`config.mk`:
```
export PLATFORM = sky130hd
export DESIGN_NAME = mc_ringbuf
export DESIGN_NICKNAME = d
export VERILOG_FILES = /design/src/rtl/dmix_pkg.sv /design/src/rtl/ringbuf_ctl.sv /design/src/rtl/mc_ringbuf.sv
export SDC_FILE = /design/constraint.sdc
export NUM_CORES = 2
export LEC_CHECK = 0
export CAP_MARGIN = 40
export CORE_MARGIN = 8
export CORE_UTILIZATION = 57
export DETAILED_ROUTE_END_ITERATION = 16
export GPL_TIMING_DRIVEN = 1
export PLACE_DENSITY = 0.73
export SLEW_MARGIN = 10
export SYNTH_ARGS = -nofsm -noshare
export SYNTH_HDL_FRONTEND = slang
export SYNTH_SLANG_ARGS = --single-unit
export TNS_END_PERCENT = 100
```
`constraint.sdc`:
```
create_clock -name clk -period 5.5 [get_ports clk]
set_clock_uncertainty 0.1 [all_clocks]
set_input_delay 0.55 -clock clk [delete_from_list [all_inputs] [get_ports clk]]
set_output_delay 0.55 -clock clk [all_outputs]
set_load 0.02 [all_outputs]
```
`src/rtl/dmix_pkg.sv`:
```
// Shared defaults for the audio-mix blocks: channel count, ring depth and sample width.
package dmix_pkg;

    localparam int DMIX_NUM_CH      = 2;
    localparam int DMIX_NUM_CH_LOG2 = 1;
    localparam int DMIX_LEN         = 64;
    localparam int DMIX_LEN_LOG2    = 6;
    localparam int DMIX_DATA_W      = 24;

endpackage

```
`src/rtl/ringbuf_ctl.sv`:
```
// Pointer, fill-count and sticky-status logic for one ring-buffer channel.
// Status flags exist only when MC_RINGBUF_STATUS_EN is defined; otherwise they are tied low.
module ringbuf_ctl
    import dmix_pkg::*;
#(
    parameter int LEN      = DMIX_LEN,
    parameter int LEN_LOG2 = DMIX_LEN_LOG2
) (
    input  logic                clk,
    input  logic                rst_n,
    input  logic                we,
    input  logic                pop,
    input  logic                clr,
    input  logic                rd_miss,
    output logic                wr_en,
    output logic [LEN_LOG2-1:0] wr_ptr,
    output logic [LEN_LOG2-1:0] rd_ptr,
    output logic [LEN_LOG2:0]   count,
    output logic                ovf,
    output logic                unf
);

    localparam logic [LEN_LOG2:0] FULL = (LEN_LOG2 + 1)'(LEN);

    logic pop_en;

    // A pop in the same cycle frees a slot, so a full buffer still accepts that write.
    assign pop_en = pop && (count != '0);
    assign wr_en  = we && ((count != FULL) || pop_en);

    always_ff @(posedge clk or negedge rst_n) begin
        if (!rst_n) begin
            wr_ptr <= '0;
            rd_ptr <= '0;
            count  <= '0;
        end else begin
            if (wr_en)
                wr_ptr <= wr_ptr + 1'b1;
            if (pop_en)
                rd_ptr <= rd_ptr + 1'b1;
            if (wr_en && !pop_en)
                count <= count + 1'b1;
            else if (pop_en && !wr_en)
                count <= count - 1'b1;
        end
    end

`ifdef MC_RINGBUF_STATUS_EN
    logic ovf_set;
    logic unf_set;

    assign ovf_set = we && !wr_en;
    assign unf_set = (pop && !pop_en) || rd_miss;

    // A set event in the same cycle as a clear wins.
    always_ff @(posedge clk or negedge rst_n) begin
        if (!rst_n) begin
            ovf <= 1'b0;
            unf <= 1'b0;
        end else begin
            ovf <= ovf_set | (ovf & ~clr);
            unf <= unf_set | (unf & ~clr);
        end
    end
`else
    logic unused_status;

    assign unused_status = clr ^ rd_miss;
    assign ovf           = 1'b0;
    assign unf           = 1'b0;
`endif

endmodule

```
`src/rtl/mc_ringbuf.sv`:
```
// Multi-channel ring buffer: per-channel storage with a registered random-offset read port.
// Define MC_RINGBUF_STATUS_EN to enable level_o, ovf_o, unf_o and clr_i.
module mc_ringbuf
    import dmix_pkg::*;
#(
    parameter int NUM_CH      = DMIX_NUM_CH,
    parameter int NUM_CH_LOG2 = DMIX_NUM_CH_LOG2,
    parameter int LEN         = DMIX_LEN,
    parameter int LEN_LOG2    = DMIX_LEN_LOG2,
    parameter int DATA_W      = DMIX_DATA_W
) (
    input  logic                           clk,
    input  logic                           rst_n,
    input  logic [NUM_CH*DATA_W-1:0]       data_i,
    input  logic [NUM_CH-1:0]              we_i,
    input  logic [NUM_CH-1:0]              pop_i,
    input  logic [NUM_CH_LOG2-1:0]         rd_ch_i,
    input  logic [LEN_LOG2-1:0]            offset_i,
    output logic [DATA_W-1:0]              data_o,
    input  logic [NUM_CH-1:0]              clr_i,
    output logic [NUM_CH*(LEN_LOG2+1)-1:0] level_o,
    output logic [NUM_CH-1:0]              ovf_o,
    output logic [NUM_CH-1:0]              unf_o
);

    localparam int CNT_W = LEN_LOG2 + 1;

    logic [LEN_LOG2-1:0] wr_ptr  [NUM_CH];
    logic [LEN_LOG2-1:0] rd_ptr  [NUM_CH];
    logic [CNT_W-1:0]    count   [NUM_CH];
    logic [DATA_W-1:0]   rd_word [NUM_CH];
    logic [NUM_CH-1:0]   wr_en;
    logic [NUM_CH-1:0]   rd_miss;
    logic                rd_ch_valid;

    assign rd_ch_valid = 32'(rd_ch_i) < NUM_CH;

    for (genvar c = 0; c < NUM_CH; c++) begin : g_ch
        logic [DATA_W-1:0]   mem [LEN];
        logic [LEN_LOG2-1:0] rd_addr;

        // Reading at or past the fill count is a miss; it returns zero and flags underrun.
        assign rd_miss[c] = (32'(rd_ch_i) == c) && ({1'b0, offset_i} >= count[c]);

        ringbuf_ctl #(
            .LEN      (LEN),
            .LEN_LOG2 (LEN_LOG2)
        ) u_ctl (
            .clk     (clk),
            .rst_n   (rst_n),
            .we      (we_i[c]),
            .pop     (pop_i[c]),
            .clr     (clr_i[c]),
            .rd_miss (rd_miss[c]),
            .wr_en   (wr_en[c]),
            .wr_ptr  (wr_ptr[c]),
            .rd_ptr  (rd_ptr[c]),
            .count   (count[c]),
            .ovf     (ovf_o[c]),
            .unf     (unf_o[c])
        );

        always_ff @(posedge clk) begin
            if (wr_en[c])
                mem[wr_ptr[c]] <= data_i[c*DATA_W +: DATA_W];
        end

        assign rd_addr    = rd_ptr[c] + offset_i;
        assign rd_word[c] = mem[rd_addr];

`ifdef MC_RINGBUF_STATUS_EN
        assign level_o[c*CNT_W +: CNT_W] = count[c];
`endif
    end

`ifndef MC_RINGBUF_STATUS_EN
    assign level_o = '0;
`endif

    // Storage is never reset, so a miss must force zero rather than expose stale words.
    always_ff @(posedge clk or negedge rst_n) begin
        if (!rst_n)
            data_o <= '0;
        else if (rd_ch_valid && (rd_miss == '0))
            data_o <= rd_word[rd_ch_i];
        else
            data_o <= '0;
    end

endmodule

```
Word-level counts from Yosys, hierarchy flattened:

Memory sizes are Yosys's and may differ from the RTL's.
Index checks and enable logic that the tools add are counted.

* bits in registers: 62
* memory bits (writable): 3072
* bits of input ports: 63
* word-level logic and storage cells: 59
* memories kept: 2

* $add $sub $neg: 10
* order comparisons: 3
* equal/unequal tests: 2
* mux-type cells: 12
* bitwise gates (word level): 2
* reduce and logical (&&, ||, !) cells: 21

Memory list
* g_ch[0].mem: depth 64, width 24, rd ports 1, clocked after Yosys merged registers in 0, wr ports 1, RTL line mc_ringbuf.sv:39 `logic [DATA_W-1:0] mem [LEN];`
* g_ch[1].mem: depth 64, width 24, rd ports 1, clocked after Yosys merged registers in 0, wr ports 1, RTL line mc_ringbuf.sv:39

Operators by type and width (number)
* 24-bit two-way mux: 4
* 7-bit two-way mux: 4
* 6-bit by 1-bit adder with 6-bit output (second input constant): 4
* 7-bit by 1-bit adder with 7-bit output (second input constant): 2
* 6-bit by 7-bit greater-or-equal comparator with 1-bit output: 2
* 7-bit inequality test (second input constant): 2
* 7-bit nonzero test: 2
* 7-bit by 1-bit subtractor with 7-bit output (second input constant): 2
* 6-bit adder: 2
* 1-bit logical AND: 10
* 1-bit logical NOT: 4
* 1-bit two-way mux: 4
* 2-bit nonzero test: 2
* 2-bit greater-or-equal comparator (second input constant): 1
* 2-bit logical NOT: 1
* 1-bit logical OR: 2
* 1-bit inverter with 2-bit output: 1
* 1-bit inverter: 1

Logic depth before layout (Yosys ltp):

* depth after elaboration: 8
* gate-level depth with buffers: 14

Modules after synthesis:

A second synthesis with hierarchy kept.

* cell total of the unflattened synthesis: 5329
* area total of the unflattened synthesis: 121350.1 um^2

Modules (own cells, without submodules)
* mc_ringbuf: instances 1, cells an instance 5119, area each 119109.2 um^2, seq. area each 92849.0 um^2
* ringbuf_ctl (g_ch[1].u_ctl): instances 1, cells an instance 106, area each 1123.6 um^2, seq. area each 475.5 um^2
* ringbuf_ctl (g_ch[0].u_ctl): instances 1, cells an instance 104, area each 1117.3 um^2, seq. area each 475.5 um^2

Worst setup path after synthesis:

OpenSTA, ideal clock, no wires.

* path kind: in2reg
* start point: in offset_i[0]
* end point: reg data_o[0]
* library setup time: 0.134 ns
* data arrival time: 2.934 ns
* required time: 5.266 ns
* slack: 2.332 ns
* cell stages on the path: 10
* path buffers: 3
* cell sequence: ha_1 fa_1 buf_2 buf_2 clkbuf_1 mux4_2 mux4_2 nand2_1 a21oi_1 nand4b_1

* cells in the longest elaborated chain, start to end: 6
* elaborated cells on any way between the ends: 13

RTL lines
* start: declaration: RTL line mc_ringbuf.sv:18 `input logic [LEN_LOG2-1:0] offset_i,`
* 6-bit adder: RTL line mc_ringbuf.sv:68 `assign rd_addr = rd_ptr[c] + offset_i;`
* memory read 64 x 24 bit
* 24-bit two-way mux (not written as such) (3 in series): RTL line mc_ringbuf.sv:85 `data_o <= rd_word[rd_ch_i];`
* 24-bit two-way mux (*): RTL line mc_ringbuf.sv:84 `else if (rd_ch_valid && (rd_miss == '0))`
* end signal: assignment: RTL line mc_ringbuf.sv:85
* end: declaration: RTL line mc_ringbuf.sv:19 `output logic [DATA_W-1:0] data_o,`

Every way passes the cells marked *; elsewhere a longest branch is shown, timed or not. The select of a mux whose other input is x is not followed.
A chain may end at the register's enable or synchronous reset.

Worst setup path in the final report:

* start point: reg g_ch[0].u_ctl.rd_ptr[0]
* end point: reg data_o[20]

* cells in the longest elaborated chain, start to end: 6

RTL lines
* start: declaration: RTL line ringbuf_ctl.sv:17 `output logic [LEN_LOG2-1:0] rd_ptr,`
* start signal: assignment: RTL line ringbuf_ctl.sv:40 `rd_ptr <= rd_ptr + 1'b1;`
* 6-bit adder: RTL line mc_ringbuf.sv:68
* memory read 64 x 24 bit
* 24-bit two-way mux (not written as such) (3 in series): RTL line mc_ringbuf.sv:85
* 24-bit two-way mux: RTL line mc_ringbuf.sv:84

Every way passes these cells. The select of a mux whose other input is x is not followed.

==> impl_metrics.ini <==
[yosys]
syn_inst = 5455
synth_xor_area_share_pct = 0.286
syn_avg_cell_area_um2 = 22.3
synth_ff_type = edfxtp_1
ys_types = 53
synth_compound_area_share_pct = 1.44
synth_top_family_by_area = multiplexers
synth-edff-count = 3072
synthMuxAreaShare_pct = 16.8
netlist_area_um2 = 121000
postSynth.asyncResetShare_pct = 1.98
synth_seq_area_share_pct = 77.2
synthAdderAreaFrac_pct = 0.468
synthSimpleGateAreaFrac_pct = 2.33
yosysWarningCount = 0
ys_ff_latch = 3134

[floorplan]
core_um2 = 212000
die_w_um = 478
start_util_pct = 57.3
die_h_um = 478
rows = 169
die-area_um2 = 228000
io_pins = 105

[layout]
seqCellArea_um2 = 93800
multi_input_comb_area_um2 = 26500
design_area_um2 = 137000
syn_to_final_growth_pct = 13.0
layoutNonFillerInstCount = 8957
fillers = 13300
fin_nets = 5999
final_layout_size_suffix_gt1_share_pct = 30.9

[worst_setup_path]
r2r_cells = 10
r2r_slack_ps = 1120
arrival_ps = 5030
required_ps = 6150
cp_max_fo = 63
start_kind = register
worst-setup-path-type = reg -> reg
endpoint_kind = register

[sta]
fmax_mhz = 228
setup_viol = 0
worst_slack_ps = 1120
period_needed_ps = 4380
fin_crit_sh_pct = 79.6
tightestPinTransition_ps = 910
maxSlewHeadroom_pct = 39.3
finalMaxSlewViolations = 0
fin_setup_tns_ps = 0
finalHoldWorstSlack_ps = 54.9
hold_violations = 0
rsz0062_at_grt = no

[power]
powerDensity_nw_per_um2 = 564
pwr-share-clk_pct = 26.4
swShare_pct = 33.4
p_leak_nw = 43.7
intPower_mw = 51.5
ir_drop_uv = 554
p_sw_mw = 25.9
p_comb_share_pct = 37.5
sequentialPowerShare_pct = 36.1

[placement]
dp_hpwl_mm = 162
portBuffers = 84
place_area_um2 = 128000
place_inst = 8385
pre_cts_ws_ps = 431
gp_congestion = 0.832

[route]
vias = 58100
dr.pass1.iters = 5
drcViolationCount = 0
ant_nets = 0
avgViaCountPerCell = 6.49
drtIter0Drc = 7316
drt-total-wl_mm = 295
wire_per_inst_um = 32.9

[clock_network]
cts_root_buffer = clkbuf_16
clkLatencyLatePin_ps = 940
clkSinkCount = 3134
cts_tree = done
cts_max_level = 5
path_clk_slew_ps = 60
cts.path.max_buffers = 4
cts_made_buffers = 322
postCtsSetupBuffers = 0

[global_routing]
antenna_found_initial = 17
gr-total-overflow = 0
track_usage_pct = 25.5
grt_first_pass_wirelength_mm = 422
grt_max_degree = 78
grt_pass1_vias = 59700

[min_path]
worstHoldPathType = in -> reg
hold_depth = 1

[job]
maxCapViolations = 0

[outcome]
status = finished, final reports clean
-- critical path: stages, from the launching register on --
cell and delay, ps:
dfrtp_1 450, ha_4 200, fa_4 840, buf_12 340, mux4_2 370, mux2_2 290, o22ai_1 470, a211oi_1 90
buf_4 160, a21oi_1 590, nand4b_1 200
-- metal layers --
layer | vias to the layer above | wire, µm | GRT usage [%]
met5 | - | 80 | 0
met4 | 12 | 16700 | 12.4
met3 | 670 | 24000 | 4.63
met2 | 3009 | 149000 | 42.7
met1 | 30800 | 105000 | 32.6
li1 | 23700 | - | -
-- area by class of cell --
class | instances | area share, %
Antenna cell | 9 | 0.0164
Clock buffer | 398 | 6.20
Clock inverter | 160 | 0.878
Inverter | 24 | 0.0656
Multi-Input combinational cell | 2004 | 19.3
Sequential cell | 3134 | 68.3
Tap cell | 2821 | 2.57
Timing Repair Buffer | 407 | 2.67
-- stage by stage --
stage                     utilization [%]  power [mW]
after global placement               60.1        56.9
after floorplan                         -        46.6
after global routing                 64.8        79.9
after detailed placement             60.2        57.3
final                                64.8        77.4
after CTS                            64.8        77.7
-- cells by family after synthesis --
| logic type | count (synthesis) |
|---|---|
| buffers and inverters | 334 |
| xor gates and xnor gates | 38 |
| AOI/OAI and AO/OA | 269 |
| and+or+nand+nor | 628 |
| muxes | 1008 |
| adders and majority gates | 43 |
| other | 1 |
| DFF | 3134 |
-- registers in the layout, summed over array words and instances, names as in the netlist --
register	cells
data_o	24
g_ch.mem	3072
g_ch.u_ctl.count	14
g_ch.u_ctl.rd_ptr	12
g_ch.u_ctl.wr_ptr	12
-- Yosys cell counts (all sizes together) (12+ instances only) --
cell,count,area (µm²)
dfrtp,62,1550
a211oi,47,353
nand2,309,1160
buf,199,1200
o22ai,71,444
xnor2,28,245
nor2,137,514
nand4b,23,201
inv,24,90.1
a21oi,65,333
o21ai,17,85.1
mux2i,51,510
nor4,25,156
nor2b,26,163
mux4,814,18300
nand3b,12,90.1
clkbuf,111,417
o211ai,49,378
edfxtp,3072,92200
nand3,62,315
mux2,143,1610
ha,39,488
-- final timing paths --
kind / endpoint / start
hold / removal: g_ch[1].mem[30][4] / data_i[28]
max in group asynchronous: g_ch[1].u_ctl.count[0] / rst_n
setup / recovery: data_o[20] / g_ch[0].u_ctl.rd_ptr[0]
setup reg to reg: data_o[20] / g_ch[0].u_ctl.rd_ptr[0]
min in group asynchronous: g_ch[1].u_ctl.rd_ptr[4] / rst_n
hold reg to reg: g_ch[1].u_ctl.wr_ptr[2] / g_ch[1].u_ctl.wr_ptr[2]
-- cell usage in the layout (no fill, tap or decap), types with 51 or more instances in the layout --
cell	instances
o22ai_1	70
clkinv_2	51
edfxtp_1	3072
clkbuf_16	329
clkinv_1	76
clkbuf_1	67
mux2_2	143
dfrtp_1	62
mux2i_1	51
nand3_1	61
buf_4	269
mux4_2	814
nand2_1	309
nor2_2	129
a21oi_1	63
-- timing repair --
item | 4_1_cts | 5_1_grt
hold endpoints to repair | 92 | 0
setup endpoints to repair | 0 | 0
gates resized for setup | 0 | 0
hold buffers | 5 | 0
-- power by group through the flow --
stage | Combinational (mW) | Clock (mW) | Sequential (mW)
final | 29.0 | 20.5 | 27.9
after global routing | 30.4 | 21.6 | 27.9
after CTS | 29.2 | 20.7 | 27.9
after detailed placement | 28.9 | 0 | 28.4
after global placement | 28.5 | 0 | 28.3
after floorplan | 18.5 | 0 | 28.1
Power figures use the tool's default switching activity.
